--- config.mk ---
export PLATFORM = sky130hd
export DESIGN_NAME = itlb_miss_ctrl_flat
export DESIGN_NICKNAME = d
export VERILOG_FILES = /design/src/rtl/itlb_miss_ctrl_if.sv /design/src/rtl/itlb_miss_ctrl.sv /design/src/flat_wrapper.sv
export SDC_FILE = /design/constraint.sdc
export NUM_CORES = 1
export LEC_CHECK = 0
export BUFFER_PORTS_ARGS = -buffer_cell sky130_fd_sc_hd__buf_4
export CAP_MARGIN = 20
export CORE_AREA = 10 10 154 156
export DETAILED_ROUTE_END_ITERATION = 6
export DIE_AREA = 0 0 164 166
export SLEW_MARGIN = 15
export SYNTH_ARGS = -nofsm -noshare
export SYNTH_HDL_FRONTEND = slang
export SYNTH_SLANG_ARGS = --single-unit
--- constraint.sdc ---
create_clock -name clk -period 4.7 [get_ports clk]
set_input_delay 0.94 -clock clk [delete_from_list [all_inputs] [get_ports clk]]
set_output_delay 0.94 -clock clk [all_outputs]
set_load 0.005 [all_outputs]
--- src/rtl/itlb_miss_ctrl_if.sv ---
// Signal bundle between the ITLB miss controller and its neighbours:
// fetch miss ports, page-table walker, ITLB fill/invalidate ports and sfence.
interface itlb_miss_ctrl_if #(
  parameter int VA_SZ = 48,
  parameter int NPHYS = 44
);
  localparam int VPN_W = VA_SZ - 12;
  localparam int PPN_W = NPHYS - 12;

  logic             miss_req_0;
  logic [VPN_W-1:0] miss_vaddr_0;
  logic [15:0]      miss_asid_0;
  logic             miss_req_1;
  logic [VPN_W-1:0] miss_vaddr_1;
  logic [15:0]      miss_asid_1;
  logic             miss_done_0;
  logic             miss_done_1;
  logic             miss_fault;
  logic             miss_retry;

  logic             ptw_req;
  logic             ptw_ready;
  logic [VPN_W-1:0] ptw_vaddr;
  logic [15:0]      ptw_asid;
  logic             ptw_rsp_valid;
  logic             ptw_rsp_fault;
  logic [PPN_W-1:0] ptw_rsp_paddr;
  logic [3:0]       ptw_rsp_gaux;
  logic [3:0]       ptw_rsp_size;

  logic             tlb_wr_entry;
  logic [VPN_W-1:0] tlb_wr_vaddr;
  logic [15:0]      tlb_wr_asid;
  logic [PPN_W-1:0] tlb_wr_paddr;
  logic [3:0]       tlb_wr_gaux;
  logic [3:0]       tlb_wr_size;

  logic             sfence_req;
  logic             sfence_asid_en;
  logic [15:0]      sfence_asid;
  logic             sfence_addr_en;
  logic [VPN_W-1:0] sfence_vaddr;
  logic             sfence_unified;
  logic             sfence_ack;

  logic             tlb_inv;
  logic             tlb_inv_asid_en;
  logic [15:0]      tlb_inv_asid;
  logic             tlb_inv_addr_en;
  logic [VPN_W-1:0] tlb_inv_vaddr;
  logic             tlb_inv_unified;

  // The controller side.
  modport slave (
    input  miss_req_0, miss_vaddr_0, miss_asid_0,
    input  miss_req_1, miss_vaddr_1, miss_asid_1,
    output miss_done_0, miss_done_1, miss_fault, miss_retry,
    output ptw_req, ptw_vaddr, ptw_asid,
    input  ptw_ready, ptw_rsp_valid, ptw_rsp_fault, ptw_rsp_paddr, ptw_rsp_gaux, ptw_rsp_size,
    output tlb_wr_entry, tlb_wr_vaddr, tlb_wr_asid, tlb_wr_paddr, tlb_wr_gaux, tlb_wr_size,
    input  sfence_req, sfence_asid_en, sfence_asid, sfence_addr_en, sfence_vaddr, sfence_unified,
    output sfence_ack,
    output tlb_inv, tlb_inv_asid_en, tlb_inv_asid, tlb_inv_addr_en, tlb_inv_vaddr, tlb_inv_unified
  );

  // The surrounding fetch/walker/TLB environment.
  modport master (
    output miss_req_0, miss_vaddr_0, miss_asid_0,
    output miss_req_1, miss_vaddr_1, miss_asid_1,
    input  miss_done_0, miss_done_1, miss_fault, miss_retry,
    input  ptw_req, ptw_vaddr, ptw_asid,
    output ptw_ready, ptw_rsp_valid, ptw_rsp_fault, ptw_rsp_paddr, ptw_rsp_gaux, ptw_rsp_size,
    input  tlb_wr_entry, tlb_wr_vaddr, tlb_wr_asid, tlb_wr_paddr, tlb_wr_gaux, tlb_wr_size,
    output sfence_req, sfence_asid_en, sfence_asid, sfence_addr_en, sfence_vaddr, sfence_unified,
    input  sfence_ack,
    input  tlb_inv, tlb_inv_asid_en, tlb_inv_asid, tlb_inv_addr_en, tlb_inv_vaddr, tlb_inv_unified
  );
endinterface

--- src/rtl/itlb_miss_ctrl.sv ---
// ITLB update sequencer: arbitrates/merges fetch misses, runs one page-table
// walk at a time, fills the ITLB and serialises sfence invalidations.
module itlb_miss_ctrl #(
  parameter int VA_SZ   = 48,
  parameter int NPHYS   = 44,
  parameter int TIMEOUT = 255
) (
  input  logic              clk,
  input  logic              reset,
  itlb_miss_ctrl_if.slave   bus
);

  localparam int VPN_W = VA_SZ - 12;
  localparam int PPN_W = NPHYS - 12;
  localparam int TW    = (TIMEOUT > 1) ? $clog2(TIMEOUT + 1) : 1;
  localparam logic [TW-1:0] TIMEOUT_M1 = TW'(TIMEOUT - 1);

  typedef enum logic [2:0] {IDLE, REQ, WAIT, FILL, INV} state_e;

  state_e           state_q, state_d;
  logic             lastPort_q, lastPort_d;
  logic             abort_q, abort_d;
  logic [TW-1:0]    timer_q, timer_d;
  logic [1:0]       mask_q, mask_d;
  logic [VPN_W-1:0] vaddr_q, vaddr_d;
  logic [15:0]      asid_q, asid_d;
  logic [PPN_W-1:0] paddr_q, paddr_d;
  logic [3:0]       gaux_q, gaux_d;
  logic [3:0]       size_q, size_d;

  logic             anyReq;
  logic             pick;
  logic             sameReq;
  logic [1:0]       pickMask;

  always_ff @(posedge clk) begin
    if (reset) begin
      state_q    <= IDLE;
      lastPort_q <= 1'b1;
      abort_q    <= 1'b0;
      timer_q    <= '0;
      mask_q     <= '0;
      vaddr_q    <= '0;
      asid_q     <= '0;
      paddr_q    <= '0;
      gaux_q     <= '0;
      size_q     <= '0;
    end else begin
      state_q    <= state_d;
      lastPort_q <= lastPort_d;
      abort_q    <= abort_d;
      timer_q    <= timer_d;
      mask_q     <= mask_d;
      vaddr_q    <= vaddr_d;
      asid_q     <= asid_d;
      paddr_q    <= paddr_d;
      gaux_q     <= gaux_d;
      size_q     <= size_d;
    end
  end

  // Round-robin on a tie; an identical request on the other port rides along.
  always_comb begin
    anyReq   = bus.miss_req_0 | bus.miss_req_1;
    pick     = (bus.miss_req_0 & bus.miss_req_1) ? ~lastPort_q : bus.miss_req_1;
    sameReq  = (bus.miss_vaddr_0 == bus.miss_vaddr_1) && (bus.miss_asid_0 == bus.miss_asid_1);
    pickMask = pick ? {1'b1, bus.miss_req_0 & sameReq}
                    : {bus.miss_req_1 & sameReq, 1'b1};
  end

  always_comb begin
    state_d    = state_q;
    lastPort_d = lastPort_q;
    abort_d    = abort_q;
    timer_d    = timer_q;
    mask_d     = mask_q;
    vaddr_d    = vaddr_q;
    asid_d     = asid_q;
    paddr_d    = paddr_q;
    gaux_d     = gaux_q;
    size_d     = size_q;

    bus.miss_done_0     = 1'b0;
    bus.miss_done_1     = 1'b0;
    bus.miss_fault      = 1'b0;
    bus.miss_retry      = 1'b0;
    bus.ptw_req         = 1'b0;
    bus.ptw_vaddr       = '0;
    bus.ptw_asid        = '0;
    bus.tlb_wr_entry    = 1'b0;
    bus.tlb_wr_vaddr    = '0;
    bus.tlb_wr_asid     = '0;
    bus.tlb_wr_paddr    = '0;
    bus.tlb_wr_gaux     = '0;
    bus.tlb_wr_size     = '0;
    bus.sfence_ack      = 1'b0;
    bus.tlb_inv         = 1'b0;
    bus.tlb_inv_asid_en = 1'b0;
    bus.tlb_inv_asid    = '0;
    bus.tlb_inv_addr_en = 1'b0;
    bus.tlb_inv_vaddr   = '0;
    bus.tlb_inv_unified = 1'b0;

    case (state_q)
      IDLE: begin
        if (bus.sfence_req) begin
          state_d = INV;
        end else if (anyReq) begin
          lastPort_d = pick;
          vaddr_d    = pick ? bus.miss_vaddr_1 : bus.miss_vaddr_0;
          asid_d     = pick ? bus.miss_asid_1 : bus.miss_asid_0;
          mask_d     = pickMask;
          state_d    = REQ;
        end
      end

      // A walker handshake beats an sfence arriving in the same cycle.
      REQ: begin
        bus.ptw_req   = 1'b1;
        bus.ptw_vaddr = vaddr_q;
        bus.ptw_asid  = asid_q;
        if (bus.ptw_ready) begin
          timer_d = '0;
          state_d = WAIT;
        end else if (bus.sfence_req) begin
          abort_d = 1'b1;
          state_d = INV;
        end
      end

      // A pending sfence waits here, so the fill always lands before the invalidate.
      WAIT: begin
        timer_d = timer_q + 1'b1;
        if (bus.ptw_rsp_valid) begin
          if (bus.ptw_rsp_fault) begin
            bus.miss_done_0 = mask_q[0];
            bus.miss_done_1 = mask_q[1];
            bus.miss_fault  = 1'b1;
            state_d         = IDLE;
          end else begin
            paddr_d = bus.ptw_rsp_paddr;
            gaux_d  = bus.ptw_rsp_gaux;
            size_d  = bus.ptw_rsp_size;
            state_d = FILL;
          end
        end else if (timer_q == TIMEOUT_M1) begin
          bus.miss_done_0 = mask_q[0];
          bus.miss_done_1 = mask_q[1];
          bus.miss_retry  = 1'b1;
          state_d         = IDLE;
        end
      end

      FILL: begin
        bus.tlb_wr_entry = 1'b1;
        bus.tlb_wr_vaddr = vaddr_q;
        bus.tlb_wr_asid  = asid_q;
        bus.tlb_wr_paddr = paddr_q;
        bus.tlb_wr_gaux  = gaux_q;
        bus.tlb_wr_size  = size_q;
        bus.miss_done_0  = mask_q[0];
        bus.miss_done_1  = mask_q[1];
        state_d          = IDLE;
      end

      INV: begin
        bus.tlb_inv         = 1'b1;
        bus.sfence_ack      = 1'b1;
        bus.tlb_inv_asid_en = bus.sfence_asid_en;
        bus.tlb_inv_asid    = bus.sfence_asid;
        bus.tlb_inv_addr_en = bus.sfence_addr_en;
        bus.tlb_inv_vaddr   = bus.sfence_vaddr;
        bus.tlb_inv_unified = bus.sfence_unified;
        if (abort_q) begin
          bus.miss_done_0 = mask_q[0];
          bus.miss_done_1 = mask_q[1];
          bus.miss_retry  = 1'b1;
          abort_d         = 1'b0;
        end
        state_d = IDLE;
      end

      default: state_d = IDLE;
    endcase
  end

endmodule

--- src/flat_wrapper.sv ---
// flat-port wrapper written by rule: the top's interface ports become plain ports
module itlb_miss_ctrl_flat 
#(
  parameter int VA_SZ   = 48,
  parameter int NPHYS   = 44,
  parameter int TIMEOUT = 255
)
  (clk, reset, bus_miss_req_0, bus_miss_vaddr_0, bus_miss_asid_0, bus_miss_req_1, bus_miss_vaddr_1, bus_miss_asid_1, bus_miss_done_0, bus_miss_done_1, bus_miss_fault, bus_miss_retry, bus_ptw_req, bus_ptw_vaddr, bus_ptw_asid, bus_ptw_ready, bus_ptw_rsp_valid, bus_ptw_rsp_fault, bus_ptw_rsp_paddr, bus_ptw_rsp_gaux, bus_ptw_rsp_size, bus_tlb_wr_entry, bus_tlb_wr_vaddr, bus_tlb_wr_asid, bus_tlb_wr_paddr, bus_tlb_wr_gaux, bus_tlb_wr_size, bus_sfence_req, bus_sfence_asid_en, bus_sfence_asid, bus_sfence_addr_en, bus_sfence_vaddr, bus_sfence_unified, bus_sfence_ack, bus_tlb_inv, bus_tlb_inv_asid_en, bus_tlb_inv_asid, bus_tlb_inv_addr_en, bus_tlb_inv_vaddr, bus_tlb_inv_unified);
  itlb_miss_ctrl_if #(.VA_SZ(VA_SZ), .NPHYS(NPHYS)) bus_i ();
  input  logic clk;
  input  logic reset;
  input wire logic [$bits(bus_i.miss_req_0)-1:0] bus_miss_req_0;
  input wire logic [$bits(bus_i.miss_vaddr_0)-1:0] bus_miss_vaddr_0;
  input wire logic [$bits(bus_i.miss_asid_0)-1:0] bus_miss_asid_0;
  input wire logic [$bits(bus_i.miss_req_1)-1:0] bus_miss_req_1;
  input wire logic [$bits(bus_i.miss_vaddr_1)-1:0] bus_miss_vaddr_1;
  input wire logic [$bits(bus_i.miss_asid_1)-1:0] bus_miss_asid_1;
  output wire logic [$bits(bus_i.miss_done_0)-1:0] bus_miss_done_0;
  output wire logic [$bits(bus_i.miss_done_1)-1:0] bus_miss_done_1;
  output wire logic [$bits(bus_i.miss_fault)-1:0] bus_miss_fault;
  output wire logic [$bits(bus_i.miss_retry)-1:0] bus_miss_retry;
  output wire logic [$bits(bus_i.ptw_req)-1:0] bus_ptw_req;
  output wire logic [$bits(bus_i.ptw_vaddr)-1:0] bus_ptw_vaddr;
  output wire logic [$bits(bus_i.ptw_asid)-1:0] bus_ptw_asid;
  input wire logic [$bits(bus_i.ptw_ready)-1:0] bus_ptw_ready;
  input wire logic [$bits(bus_i.ptw_rsp_valid)-1:0] bus_ptw_rsp_valid;
  input wire logic [$bits(bus_i.ptw_rsp_fault)-1:0] bus_ptw_rsp_fault;
  input wire logic [$bits(bus_i.ptw_rsp_paddr)-1:0] bus_ptw_rsp_paddr;
  input wire logic [$bits(bus_i.ptw_rsp_gaux)-1:0] bus_ptw_rsp_gaux;
  input wire logic [$bits(bus_i.ptw_rsp_size)-1:0] bus_ptw_rsp_size;
  output wire logic [$bits(bus_i.tlb_wr_entry)-1:0] bus_tlb_wr_entry;
  output wire logic [$bits(bus_i.tlb_wr_vaddr)-1:0] bus_tlb_wr_vaddr;
  output wire logic [$bits(bus_i.tlb_wr_asid)-1:0] bus_tlb_wr_asid;
  output wire logic [$bits(bus_i.tlb_wr_paddr)-1:0] bus_tlb_wr_paddr;
  output wire logic [$bits(bus_i.tlb_wr_gaux)-1:0] bus_tlb_wr_gaux;
  output wire logic [$bits(bus_i.tlb_wr_size)-1:0] bus_tlb_wr_size;
  input wire logic [$bits(bus_i.sfence_req)-1:0] bus_sfence_req;
  input wire logic [$bits(bus_i.sfence_asid_en)-1:0] bus_sfence_asid_en;
  input wire logic [$bits(bus_i.sfence_asid)-1:0] bus_sfence_asid;
  input wire logic [$bits(bus_i.sfence_addr_en)-1:0] bus_sfence_addr_en;
  input wire logic [$bits(bus_i.sfence_vaddr)-1:0] bus_sfence_vaddr;
  input wire logic [$bits(bus_i.sfence_unified)-1:0] bus_sfence_unified;
  output wire logic [$bits(bus_i.sfence_ack)-1:0] bus_sfence_ack;
  output wire logic [$bits(bus_i.tlb_inv)-1:0] bus_tlb_inv;
  output wire logic [$bits(bus_i.tlb_inv_asid_en)-1:0] bus_tlb_inv_asid_en;
  output wire logic [$bits(bus_i.tlb_inv_asid)-1:0] bus_tlb_inv_asid;
  output wire logic [$bits(bus_i.tlb_inv_addr_en)-1:0] bus_tlb_inv_addr_en;
  output wire logic [$bits(bus_i.tlb_inv_vaddr)-1:0] bus_tlb_inv_vaddr;
  output wire logic [$bits(bus_i.tlb_inv_unified)-1:0] bus_tlb_inv_unified;
  assign bus_i.miss_req_0 = bus_miss_req_0;
  assign bus_i.miss_vaddr_0 = bus_miss_vaddr_0;
  assign bus_i.miss_asid_0 = bus_miss_asid_0;
  assign bus_i.miss_req_1 = bus_miss_req_1;
  assign bus_i.miss_vaddr_1 = bus_miss_vaddr_1;
  assign bus_i.miss_asid_1 = bus_miss_asid_1;
  assign bus_miss_done_0 = bus_i.miss_done_0;
  assign bus_miss_done_1 = bus_i.miss_done_1;
  assign bus_miss_fault = bus_i.miss_fault;
  assign bus_miss_retry = bus_i.miss_retry;
  assign bus_ptw_req = bus_i.ptw_req;
  assign bus_ptw_vaddr = bus_i.ptw_vaddr;
  assign bus_ptw_asid = bus_i.ptw_asid;
  assign bus_i.ptw_ready = bus_ptw_ready;
  assign bus_i.ptw_rsp_valid = bus_ptw_rsp_valid;
  assign bus_i.ptw_rsp_fault = bus_ptw_rsp_fault;
  assign bus_i.ptw_rsp_paddr = bus_ptw_rsp_paddr;
  assign bus_i.ptw_rsp_gaux = bus_ptw_rsp_gaux;
  assign bus_i.ptw_rsp_size = bus_ptw_rsp_size;
  assign bus_tlb_wr_entry = bus_i.tlb_wr_entry;
  assign bus_tlb_wr_vaddr = bus_i.tlb_wr_vaddr;
  assign bus_tlb_wr_asid = bus_i.tlb_wr_asid;
  assign bus_tlb_wr_paddr = bus_i.tlb_wr_paddr;
  assign bus_tlb_wr_gaux = bus_i.tlb_wr_gaux;
  assign bus_tlb_wr_size = bus_i.tlb_wr_size;
  assign bus_i.sfence_req = bus_sfence_req;
  assign bus_i.sfence_asid_en = bus_sfence_asid_en;
  assign bus_i.sfence_asid = bus_sfence_asid;
  assign bus_i.sfence_addr_en = bus_sfence_addr_en;
  assign bus_i.sfence_vaddr = bus_sfence_vaddr;
  assign bus_i.sfence_unified = bus_sfence_unified;
  assign bus_sfence_ack = bus_i.sfence_ack;
  assign bus_tlb_inv = bus_i.tlb_inv;
  assign bus_tlb_inv_asid_en = bus_i.tlb_inv_asid_en;
  assign bus_tlb_inv_asid = bus_i.tlb_inv_asid;
  assign bus_tlb_inv_addr_en = bus_i.tlb_inv_addr_en;
  assign bus_tlb_inv_vaddr = bus_i.tlb_inv_vaddr;
  assign bus_tlb_inv_unified = bus_i.tlb_inv_unified;
  itlb_miss_ctrl #(.VA_SZ(VA_SZ), .NPHYS(NPHYS), .TIMEOUT(TIMEOUT)) u_core (.clk(clk), .reset(reset), .bus(bus_i));
endmodule
# == After elaboration in Yosys (flattened, before gate mapping) ==
# Index checks and enable logic that the tools add are counted.
# word_totals
regBits,107
elab_cells,89
output_inout_bits,207
# classes
muxes,49
eq_ne,13
n_reduce_logical,9
bitwise,7
n_addsub,1
# ops
operator,count
2-to-1 mux 36 bit,4
2-to-1 mux 16 bit,4
equality test 36 bit,1
2-to-1 mux 32 bit,1
2-to-1 mux 1 bit,23
2-to-1 mux 3 bit,6
equality test 16 bit,1
one-hot mux 8 bit (2 select lines),1
AND reduction 3 bit,4
one-hot mux 3 bit (3 select lines),1
"adder 8 x 1 -> 8 bit, second input constant",1
"equality test 8 bit, second input constant",1
2-to-1 mux 4 bit,2
2-to-1 mux 8 bit,1
"equality test 3 x 2 -> 1 bit, second input constant",2
"inequality test 2 bit, second input constant",3
"inequality test 3 x 2 -> 1 bit, second input constant",2
one-hot mux 1 bit (3 select lines),2
2-to-1 mux 2 bit,2
one-hot mux 1 bit (2 select lines),2
nonzero test 2 bit,2
AND 1 bit,3
"equality test 3 x 1 -> 1 bit, second input constant",1
"equality test 3 bit, second input constant",1
other kinds (6),8

# == Depth between registers and ports, before layout ==
# depth
ltp_word,4
mapped_depth,8
depth_no_buf,7

# == Least setup slack after synthesis ==
# No wires, ideal clock.
# synth_timing
kind,in2out
from,input port bus_ptw_rsp_valid
to,output port bus_miss_done_0
stages,4
required_time_ns,3.760
n_path_buf,0
arrival_time_ns,1.684
setup_slack_ns,2.076
path_cell_list,nor2_1 a22o_1 or3_1 and2_1
# synth_between
elab_chain_len,2
# synth_lines
item,line_no,source
from (decl),flat_wrapper.sv:26,input wire logic [$bits(bus_i.ptw_rsp_valid)-1:0] bus_ptw_rsp_valid;
2-to-1 mux 1 bit,itlb_miss_ctrl.sv:134,if (bus.ptw_rsp_valid) begin
one-hot mux 1 bit (3 select lines),itlb_miss_ctrl.sv:104,case (state_q)
to (decl),flat_wrapper.sv:18,output wire logic [$bits(bus_i.miss_done_0)-1:0] bus_miss_done_0;
# No other way between the ends.

# == Worst setup path in the final report ==
# layout_timing
from,register u_core.state_q[0]
to,output port bus_tlb_wr_paddr[19]
# layout_between
elab_chain_len,2
# layout_lines
item,line_no,source
from (decl),itlb_miss_ctrl.sv:20,"state_e state_q, state_d;"
from (signal assigned),itlb_miss_ctrl.sv:49,state_q <= state_d;
equality test 3 x 2 -> 1 bit,itlb_miss_ctrl.sv:104,
2-to-1 mux 32 bit,itlb_miss_ctrl.sv:104,
to (decl),flat_wrapper.sv:34,output wire logic [$bits(bus_i.tlb_wr_paddr)-1:0] bus_tlb_wr_paddr;
# No other way between the ends.

==> run metrics <==
required time worst endpoint=3.76 ns; combinational group share of total power=29.2%; post-route ant nets=0; Via-to-Cell Ratio=4.62; first-pass GRT wire length=42800 um; peak supply drop=0.000163 V; CTS Root Cell=clkbuf_16; Post-Syn Nets=1005; clock tree buffer depth=2; grt ovf=0; dpl cells=1431; drt wl/cell=20.0 um; Crit. End Element=output port; vias in the first global route=6763; htree depth=3; CTS Hold Bufs=0; Setup crit start=u_core.state_q[0]; clock sinks=107; Compound-Gate Fraction of Synth Area=15.5%; Rows=53; # DRC=0; synthesis warning total=0; combinational family with the most area after synthesis=simple AND/OR/NAND/NOR gates; Tcrit/Tclk final=72.6%; Synth Area in Simple Gates=31.9%; total track usage=20.2%; adder-cell share of the synthesized area=0.376%; Post-synth ARST share=0%; clk_lat worst skew=0.35 ns; drt total wl=29000 um; post-synthesis cell type count=43; minimum clock period=3.41 ns; DRT Pass-1 Iters=4; Final #Nets=1376; worst-path maximum fanout=56; Worst slew margin=27.7%; P_leak=4.56 nW; Max Freq=0.293 GHz; IO buf count=413; Clock Skews=0.00921 ns; antenna violations before repair=1; Setup TNS Final=0 ns; Slew @ Worst Pin=1.08 ns; Initial Util=32.2%; P_int=0.00193 W; Post-CTS Resized=0; commonest non-fill, non-tap cells in the layout=buf_4, and2_1, dfxtp_1; Sequential Power Share=38.6%; Synth Register Bits=107; R2R Path Start=u_core.state_q[1]; Pwr Density=270 nW/um^2; Synth Cell Area=6650 um^2; Hold Crit Class=reg -> reg; Post-synth EDFFs=0; die area=27200 um^2; Synth Flop Type=dfxtp_1; Switching Fraction=30.0%; Slew Limit Fails=0; Initial DRC Count=331; I/O pin count=414; Fill cells=2064; outcome=finished clean; multiplexer share of the synthesized area=7.99%; CTS tree=yes; final instance area=10200 um^2; most common cell after layout, fill and taps aside=buf_4; Hold Path Cell Cnt=2; syn_area_per_cell=8.36 um^2; share of the synthesized area in the top cell type=32.2%; placed cell area=9890 um^2; Die Wd=164 um; hpwl dp=23300 um; fraction of layout cells with a size suffix above 1=42.7%; Hold Vio Cnt, Final=0; Die Ht=166 um; # Max-Cap Violations=0; Psw=0.000827 W; sequential area share after synthesis=32.2%; RePlAce Congestion=0.801; largest net degree at the start of global routing=71; number of vias in the routed layout=6682; Register-to-Register Path Depth=5; Setup Viol. Count Final=0; clock-pin slew on the worst setup and hold paths=0.07 ns; Non-Filler Instances=1447; RSZ-0062 raised after global routing=no; min-delay src=u_core.gaux_q[2]; area grow syn2layout=53.9%; crit start category=register; cts bufs inserted=9; post-synthesis xor/xnor area fraction=6.98%; Syn Inst Count=796; Crit path arrival time=2.47 ns; postcts setup bufs=0; core area=20700 um^2; top post-synthesis cells by area=dfxtp_1, and2_1, a211oi_2, mux2i_1, xnor2_1; crit path kind=reg -> out; Clock Power Share=32.2%; leading area contributor after synthesis=dfxtp_1
==> sequential cells by signal (all words and copies together) (netlist names) <==
name / count
u_core.asid_q: 16
u_core.state_q: 3
u_core.timer_q: 8
u_core.mask_q: 2
u_core.paddr_q: 32
u_core.size_q: 4
u_core.vaddr_q: 36
u_core.gaux_q: 4
u_core.abort_q: 1
u_core.lastPort_q: 1
==> metrics by stage <==
stage               utilization (%)  power (W)  hold WS, ns  setup slack, ns
floorplan                         -    0.00153        0.432             2.08
global placement               47.8    0.00189        0.440             1.71
detailed placement             47.8    0.00190        0.442             1.65
CTS                            49.5    0.00280        0.454             1.25
global route                   49.5    0.00291        0.468             1.04
finish                         49.5    0.00276        0.450             1.29
==> power groups by stage <==
stage	Sequential (W)	Clock [W]	Combinational, W
finish	0.00107	0.000890	0.000805
global route	0.00108	0.000951	0.000883
CTS	0.00107	0.000917	0.000817
detailed placement	0.00109	0	0.000813
global placement	0.00108	0	0.000803
floorplan	0.00105	0	0.000477
==> layer usage <==
layer	vias to the layer above	global-route usage (%)	routed length, um
li1	3377	-	-
met1	3054	24.4	12400
met2	241	34.6	14200
met3	10	6.47	2250
met4	0	3.50	180
met5	-	0	0
==> kinds of logic after synthesis <==
group	Yosys count
adders and majority gates	2
muxes	53
AOI/OAI and AO/OA	117
DFF	107
xor gates and xnor gates	53
buffers and inverters	67
and+or+nand+nor	397
==> cell usage after synthesis (all sizes together) (2+ instances only) <==
cell / number
buf: 29
clkbuf: 35
dfxtp: 107
ha: 2
a21oi: 48
nand4: 16
o21ai: 2
a31oi: 2
inv: 3
and2: 201
nand3: 2
nand2b: 3
a211oi: 54
o211ai: 2
nor4: 3
nor2: 65
nor3b: 3
xnor2: 53
nand2: 86
nor3: 4
mux2i: 52
and3: 4
or3: 5
==> path summary, 6_finish.rpt <==
check / to / slack, ns
max: bus_tlb_wr_paddr[19] / 1.29
min reg2reg: u_core.gaux_q[2] / 0.45
max reg2reg: u_core.vaddr_q[15] / 2.34
min: u_core.gaux_q[2] / 0.45
==> worst max-delay path: stages, from the launching register on <==
cell	delay [ns]
dfxtp_1	0.52
and3b_2	0.84
buf_4	0.43
and2_1	0.19
buf_4	0.11
==> final cells by class <==
type,instances,area [um^2],area share (%)
well taps,275,344,3.36
flip-flops and latches,107,2140,20.9
diodes,1,2.50,0.0244
clock buffers,11,243,2.37
inverters,3,11.3,0.110
multi-input cells,622,4200,41.0
repair buffers,424,3200,31.2
clock inverters,4,98.8,0.965
No activity file was read; power rests on OpenSTA's default activity.
